[config.mk]
export PLATFORM = sky130hd
export DESIGN_NAME = kbd_rx_fifo
export DESIGN_NICKNAME = d
export VERILOG_FILES = /design/src/rtl/kbd_rx_fifo.sv
export SDC_FILE = /design/constraint.sdc
export NUM_CORES = 1
export LEC_CHECK = 0
export ABC_CLOCK_PERIOD_IN_PS = 8100
export CORE_UTILIZATION = 49
export CTS_BUF_LIST = sky130_fd_sc_hd__clkbuf_2 sky130_fd_sc_hd__clkbuf_4 sky130_fd_sc_hd__clkbuf_8
export DETAILED_ROUTE_END_ITERATION = 10
export PLACE_DENSITY = 0.77
export SYNTH_ARGS = -nofsm -noshare
export SYNTH_HDL_FRONTEND = slang
export SYNTH_SLANG_ARGS = --single-unit
[constraint.sdc]
create_clock -name clk -period 8.1 [get_ports clk]
set_clock_uncertainty 0.15 [all_clocks]
set_input_delay 1.62 -clock clk [delete_from_list [all_inputs] [get_ports clk]]
set_output_delay 1.62 -clock clk [all_outputs]
set_load 0.02 [all_outputs]
[src/rtl/kbd_rx_fifo.sv]
// kbd_rx_fifo: keyboard receive FIFO with bus-mapped data/status registers and interrupt
module kbd_rx_fifo #(
    parameter int          DEPTH    = 16,
    parameter logic [63:0] KEY_BASE = 64'h0000_0000_0000_3000,
    parameter logic [3:0]  IRQ_ID   = 4'd1
) (
    input  logic                     clk,
    input  logic                     reset,
    input  logic                     key_pressed,
    input  logic [7:0]               ascii,
    input  logic [63:0]              bus_address,
    input  logic                     bus_read_enable,
    output logic [63:0]              bus_read_data,
    output logic [3:0]               interrupt_vector,
    input  logic                     interrupt_ack,
    output logic [$clog2(DEPTH):0]   fifo_count
);
    localparam int AW = $clog2(DEPTH);
    localparam int CW = AW + 1;

    logic [7:0]    mem [DEPTH];
    logic [AW-1:0] wptr, rptr;
    logic [7:0]    push_data;
    logic          key_q, push_req, acc_q, ovf, srv;
    logic          data_sel, stat_sel, start, empty, full, pop, push_ok, drop, srv_n;
    logic [CW-1:0] cnt_n;
    logic [63:0]   status;

    // Edge detection, occupancy arithmetic and the interrupt's next state
    always_comb begin
        data_sel = bus_address == KEY_BASE;
        stat_sel = bus_address == KEY_BASE + 64'd4;
        start    = bus_read_enable && (data_sel || stat_sel) && !acc_q;
        empty    = fifo_count == '0;
        full     = fifo_count == CW'(DEPTH);
        pop      = start && data_sel && !empty;
        push_ok  = push_req && (!full || pop);
        drop     = push_req && full && !pop;
        cnt_n    = fifo_count + CW'(push_ok) - CW'(pop);
        srv_n    = (push_ok || cnt_n == '0) ? 1'b0 : (interrupt_ack && !empty && !srv) ? 1'b1 : srv;
        status   = {{(60 - CW){1'b0}}, fifo_count, 1'b0, ovf, full, !empty};
    end

    // Storage and the captured key code are deliberately left uncleared by reset
    always_ff @(posedge clk) begin
        push_data <= ascii;
        if (push_ok)
            mem[wptr] <= push_data;
    end

    // Control state: pointers, count, sticky overflow, interrupt and read register
    always_ff @(posedge clk) begin
        if (reset) begin
            wptr             <= '0;
            rptr             <= '0;
            fifo_count       <= '0;
            ovf              <= 1'b0;
            srv              <= 1'b0;
            key_q            <= 1'b0;
            push_req         <= 1'b0;
            acc_q            <= 1'b0;
            bus_read_data    <= '0;
            interrupt_vector <= '0;
        end else begin
            key_q            <= key_pressed && ascii != 8'd0;
            push_req         <= key_pressed && ascii != 8'd0 && !key_q;
            acc_q            <= bus_read_enable && (data_sel || stat_sel);
            wptr             <= push_ok ? wptr + AW'(1) : wptr;
            rptr             <= pop ? rptr + AW'(1) : rptr;
            fifo_count       <= cnt_n;
            ovf              <= (start && stat_sel) ? drop : (ovf || drop);
            srv              <= srv_n;
            interrupt_vector <= (cnt_n != '0 && !srv_n) ? IRQ_ID : 4'd0;
            if (start)
                bus_read_data <= data_sel ? (empty ? 64'd0 : {56'd0, mem[rptr]}) : status;
        end
    end
endmodule

## Yosys cells after proc, flatten, opt, wreduce, memory -nomap -nowiden

Memory sizes are Yosys's and may differ from the RTL's. A register that Yosys moved wholly into a read port is not among the register bits.
Cells that the tools add are included.

| word-level totals | value |
|---|---|
| register bits | 94 |
| bits in latches | 0 |
| RAM bits | 128 |
| bits in read-only memories | 0 |
| output and inout port bits | 73 |
| logic and storage cells | 57 |
| memories kept | 1 |

| operators by class | value |
|---|---|
| add/subtract/negate cells | 4 |
| multipliers | 0 |
| div/mod/pow operators | 0 |
| $lt $le $gt $ge | 0 |
| eq/ne operators | 3 |
| shifts and indexed selects | 0 |
| mux-type cells | 10 |
| bitwise operators | 0 |
| reductions and logical operators | 28 |

Memory list:

| memory | depth | bits a word | read ports | clocked after memory_dff | write ports | line | RTL |
|---|---|---|---|---|---|---|---|
| mem | 16 | 8 | 1 | 1 | 1 | 21 | `logic [7:0] mem [DEPTH];` |

Operators by type and width:

| operator | count |
|---|---|
| $eq A64 B14 Y1 const B | 2 |
| $logic_and A1 B1 Y1 | 13 |
| $logic_not A5 Y1 | 2 |
| $mux W9 | 1 |
| $add A4 B1 Y4 const B | 2 |
| $mux W4 | 2 |
| $mux W8 | 1 |
| $reduce_bool A8 Y1 | 1 |
| $logic_not A1 Y1 | 7 |
| $mux W1 | 6 |
| $add A5 B1 Y5 | 1 |
| $eq A5 B5 Y1 const B | 1 |
| $reduce_bool A5 Y1 | 1 |
| $sub A5 B1 Y5 | 1 |
| $logic_or A1 B1 Y1 | 4 |

## Depth between registers and ports, before layout

| logic depth | value |
|---|---|
| depth in word-level cells | 16 |
| gate-level depth with buffers | 16 |

## Worst setup path after synthesis

No wires, ideal clock.

| path | value |
|---|---|
| kind | input to register |
| start point | in bus_address[19] |
| end point | mem mem[0][0], enable pin |
| library setup time | 0.395 ns |
| arrival time | 3.606 ns |
| required time | 7.555 ns |
| path slack | 3.949 ns |
| cell stages on the path | 7 |
| path buffers | 1 |
| path through | nor4b_2 > nand4_1 > nor3_4 > nand3_4 > and2_4 > buf_6 > nor4_1 |

| on the way | value |
|---|---|
| longest elaborated chain between the ends | 10 |

RTL lines:

| element | line | RTL |
|---|---|---|
| start, declared | 11 | `input logic [63:0] bus_address,` |
| $eq A64 B14 Y1 (on tied branches) | 31, 32 |  |
| $logic_or A1 B1 Y1 | 33 | `start = bus_read_enable && (data_sel \|\| stat_sel) && !acc_q;` |
| $logic_and A1 B1 Y1 (2 in series) | 33 |  |
| $logic_and A1 B1 Y1 * (2 in series) | 36 | `pop = start && data_sel && !empty;` |
| $logic_or A1 B1 Y1 * | 37 | `push_ok = push_req && (!full \|\| pop);` |
| $logic_and A1 B1 Y1 * | 37 |  |
| $mux W1 * | 47 | `if (push_ok)` |
| $mux W1 (not written as such) * | 48 | `mem[wptr] <= push_data;` |
| end, declared | 21 |  |

Mark *: on every way between the ends. The rest lies on a longest branch, timed or not.

## Worst setup path in the final report

| path | value |
|---|---|
| start point | in bus_address[22] |
| end point | reg interrupt_vector[0] |

| on the way | value |
|---|---|
| longest elaborated chain between the ends | 16 |

RTL lines:

| element | line | RTL |
|---|---|---|
| $eq A64 B14 Y1 (on tied branches) | 31, 32 |  |
| $logic_or A1 B1 Y1 | 33 |  |
| $logic_and A1 B1 Y1 (2 in series) | 33 |  |
| $logic_and A1 B1 Y1 * (2 in series) | 36 |  |
| $logic_or A1 B1 Y1 | 37 |  |
| $logic_and A1 B1 Y1 | 37 |  |
| $add A5 B1 Y5 | 39 | `cnt_n = fifo_count + CW'(push_ok) - CW'(pop);` |
| $sub A5 B1 Y5 | 39 |  |
| $logic_not A5 Y1 | 40 | `srv_n = (push_ok \|\| cnt_n == '0) ? 1'b0 : (interrupt_ack && !empty && !srv) ? 1'b1 : srv;` |
| $logic_or A1 B1 Y1 | 40 |  |
| $mux W1 | 40 |  |
| $logic_not A1 Y1 | 73 | `interrupt_vector <= (cnt_n != '0 && !srv_n) ? IRQ_ID : 4'd0;` |
| $logic_and A1 B1 Y1 * | 73 |  |
| $mux W1 * | 73 |  |
| end signal, assigned | 73 |  |
| end, declared | 14 | `output logic [3:0] interrupt_vector,` |

Marked as above.
A chain may end at the register's enable or synchronous reset.

==> results.yml <==
critical_path:
  crit_type: "input port to flop"
  crit_top_cell: "nor2_1"
  end_kind: "flop"
  required_ns: 8.31
  cp_num_buf_inv: 1
  max_stage_delay_ns: 0.44
  crit_family: "simple AND/OR/NAND/NOR gates"
  crit_fanout: 6
  worstPathArrival_ns: 4.64
  worst-r2r-setup-slack_ns: 4.75
  critical_path.startpoint_type: "input port"
  cp_cell_sequence: "clkdlybuf4s50_1 -> nor4_2 -> nand4_1 -> nor3_4 -> nand3_4 -> nand3_1 -> nand2_1 -> ha_1 -> fa_1 -> a21oi_1 -> nor2_1 -> nor2_1 -> xnor2_1 -> a41o_1 -> nor2_1"
  critical-path-slowest-cell: "clkdlybuf4s50_1"
sta:
  maxSlewViolCount: 0
  rsz0062_at_grt: "no"
  finalHoldViolations: 0
  worst_pin_slew_ns: 1.03
  min_period_ns: 4.44
  setup-tns-final_ns: 0
  max_freq_mhz: 225
  slew_headroom: 0.312
  setup_viol: 0
  period_share: 0.548
synthesis:
  avgSynthCellArea_um2: 15.2
  synth_area_mm2: 0.00741
  yosys_warnings: 0
  synth_cell_types: 51
  synthArstFlopShare: 0
  synth-edff-count: 128
  synthFlopType: "edfxtp_1"
  yosysSeqAreaShare: 0.627
  synth-seq-cells: 168
  synth_cells: 487
cts:
  htree_levels: 4
  clk-insertion-delay-late_ns: 0.46
  cts_tree: "built"
  holdBufCountCts: 0
  root_buffer: "clkbuf_8"
  post_cts_buffers: 0
  clock-sinks: 168
  cts.repair.resized: 0
  clockBufferDepth: 2
  clk_pin_slew_worst_paths_ns: 0.08
  numCtsBuffers: 17
layout:
  multi_input_area_mm2: 0.00240
  instances_no_fill: 783
  area_growth_pct: 17.3
  final_layout_size_suffix_gt1_frac: 0.162
  nFillCells: 1092
  seqCellArea_mm2: 0.00465
  fin_nets: 674
  diodes: 0
status:
  violations: "design-rule violations"
  run_status: "finished, violations left"
global_routing:
  grt_pass1_wl_um: 24200
  grt_max_degree: 31
  grt_antenna_before_repair: 0
  grt_overflow: 0
  grt_pass1_vias: 4325
  grt_usage: 0.210
floorplan:
  die_width_um: 125
  num_io_pins: 150
  core-area_mm2: 0.0146
  die-area_mm2: 0.0156
  start_util: 0.506
  die_height_um: 125
  rows: 44
power:
  max-vdd-ir-drop_v: 0.000168
  power_density_mw_per_mm2: 203
  finalPower_uw: 1770
  leakagePower_uw: 0.00285
drt:
  drt_iter0_drc: 300
  viasPerCell: 5.64
  post-route-drc-count: 32
  ant_nets: 0
  routed_wirelength_um: 15500
  firstDrtPassIters: 10
  wl_per_cell_um: 19.8
  num_vias: 4420
flow_run:
  cap_violations: 0
placement:
  dp_cells: 751
  dpl.hpwl_um: 10700
  gp_congestion: 0.915
  portBuffers: 91
hold_path:
  hp-class: "flop to flop"
cell usage after synthesis, types with 7 or more instances:
library cell	count	area share
edfxtp_1	128	0.52
ha_1	10	0.017
o21ai_0	9	0.0061
mux2i_1	16	0.022
buf_4	63	0.064
or3_1	7	0.0059
nor2b_1	9	0.0076
a21oi_1	11	0.0074
dfxtp_1	40	0.11
nand2_1	19	0.0096
nor4_1	22	0.019
nor3_2	10	0.014
nor2_1	21	0.011
mux4_2	32	0.097
placed cells by master, fill, tap and decap left out, types with 4 or more instances in the layout:
| cell type | instances |
|---|---|
| o21ai_1 | 6 |
| a21oi_1 | 11 |
| clkbuf_8 | 17 |
| o21ai_0 | 9 |
| nand2_1 | 19 |
| inv_6 | 4 |
| nor4b_1 | 4 |
| inv_1 | 6 |
| mux4_2 | 32 |
| ha_1 | 10 |
| mux2i_1 | 16 |
| clkdlybuf4s50_1 | 91 |
| conb_1 | 58 |
| edfxtp_1 | 128 |
| nor3_1 | 5 |
| or3_1 | 7 |
| nor4_1 | 22 |
| nor3_2 | 11 |
| o221a_1 | 6 |
| nand4_1 | 6 |
| nor2_1 | 21 |
| clkinv_2 | 5 |
| nor2b_1 | 9 |
| xnor2_1 | 4 |
| dfxtp_1 | 38 |
| nand3_1 | 5 |
| buf_4 | 9 |
final cells by class:
cell class / instances / share of cell area
clock buffers: 18 / 0.0278
clock inverters: 14 / 0.0196
inverters: 7 / 0.00302
multi-input cells: 292 / 0.276
flip-flops and latches: 168 / 0.535
well taps: 184 / 0.0265
repair buffers: 100 / 0.113
per-layer routing:
| metal | vias up | GRT usage | part of all wire |
|---|---|---|---|
| met5 | - | 0 | 0 |
| met4 | 0 | 0.105 | 0.030 |
| met3 | 35 | 0.0368 | 0.064 |
| met2 | 200 | 0.350 | 0.50 |
| met1 | 2210 | 0.265 | 0.41 |
| li1 | 1975 | - | - |
logic make-up (layout without fill, tap and decap cells):
group / after synthesis / in the layout / synth area share
AND/OR/NAND/NOR: 127 / 127 / 0.109
flip-flops: 168 / 168 / 0.627
AO/OA/AOI/OAI: 41 / 41 / 0.0377
adder cells (fa/ha/maj): 11 / 11 / 0.0196
other: 1 / 58 / 0.000506
buffers and inverters: 84 / 139 / 0.0789
multiplexers: 49 / 49 / 0.120
XOR/XNOR: 6 / 6 / 0.00709
power breakdown:
| part | total [µW] | internal [µW] | switching, µW | leakage [µW] |
|---|---|---|---|---|
| registers | 962 | 941 | 21.2 | 0.00148 |
| logic | 187 | 81.6 | 105 | 0.00115 |
| clock network | 617 | 312 | 305 | 0.000217 |
| total | 1770 | 1330 | 432 | 0.00285 |
worst paths after layout:
| kind | from | end | cells after the start |
|---|---|---|---|
| max | bus_address[22] | interrupt_vector[0] | 15 |
| max reg2reg | fifo_count[3] | interrupt_vector[0] | 16 |
| min | key_q | push_req | 1 |
| min reg2reg | key_q | push_req | 1 |
state kept, by name, indices dropped and copies added, names as in the netlist, named ones only:
signal / cells
fifo_count: 5
push_req: 1
wptr: 4
key_q: 1
push_data: 8
ovf: 1
srv: 1
acc_q: 1
interrupt_vector: 1
mem: 128
rptr: 4
bus_read_data: 9
through the flow:
step / util / worst slack [ns] / hold WS [ns] / area [µm²]
5_1_grt: 0.593 / 3.44 / 0.265 / 8690
2_1_floorplan: - / 3.95 / 0.217 / 7620
6_report: 0.593 / 3.66 / 0.246 / 8690
3_3_place_gp: 0.565 / 3.26 / 0.224 / 8280
3_5_place_dp: 0.565 / 3.21 / 0.236 / 8280
4_1_cts: 0.593 / 3.68 / 0.248 / 8690
Power figures use the tool's default switching activity.
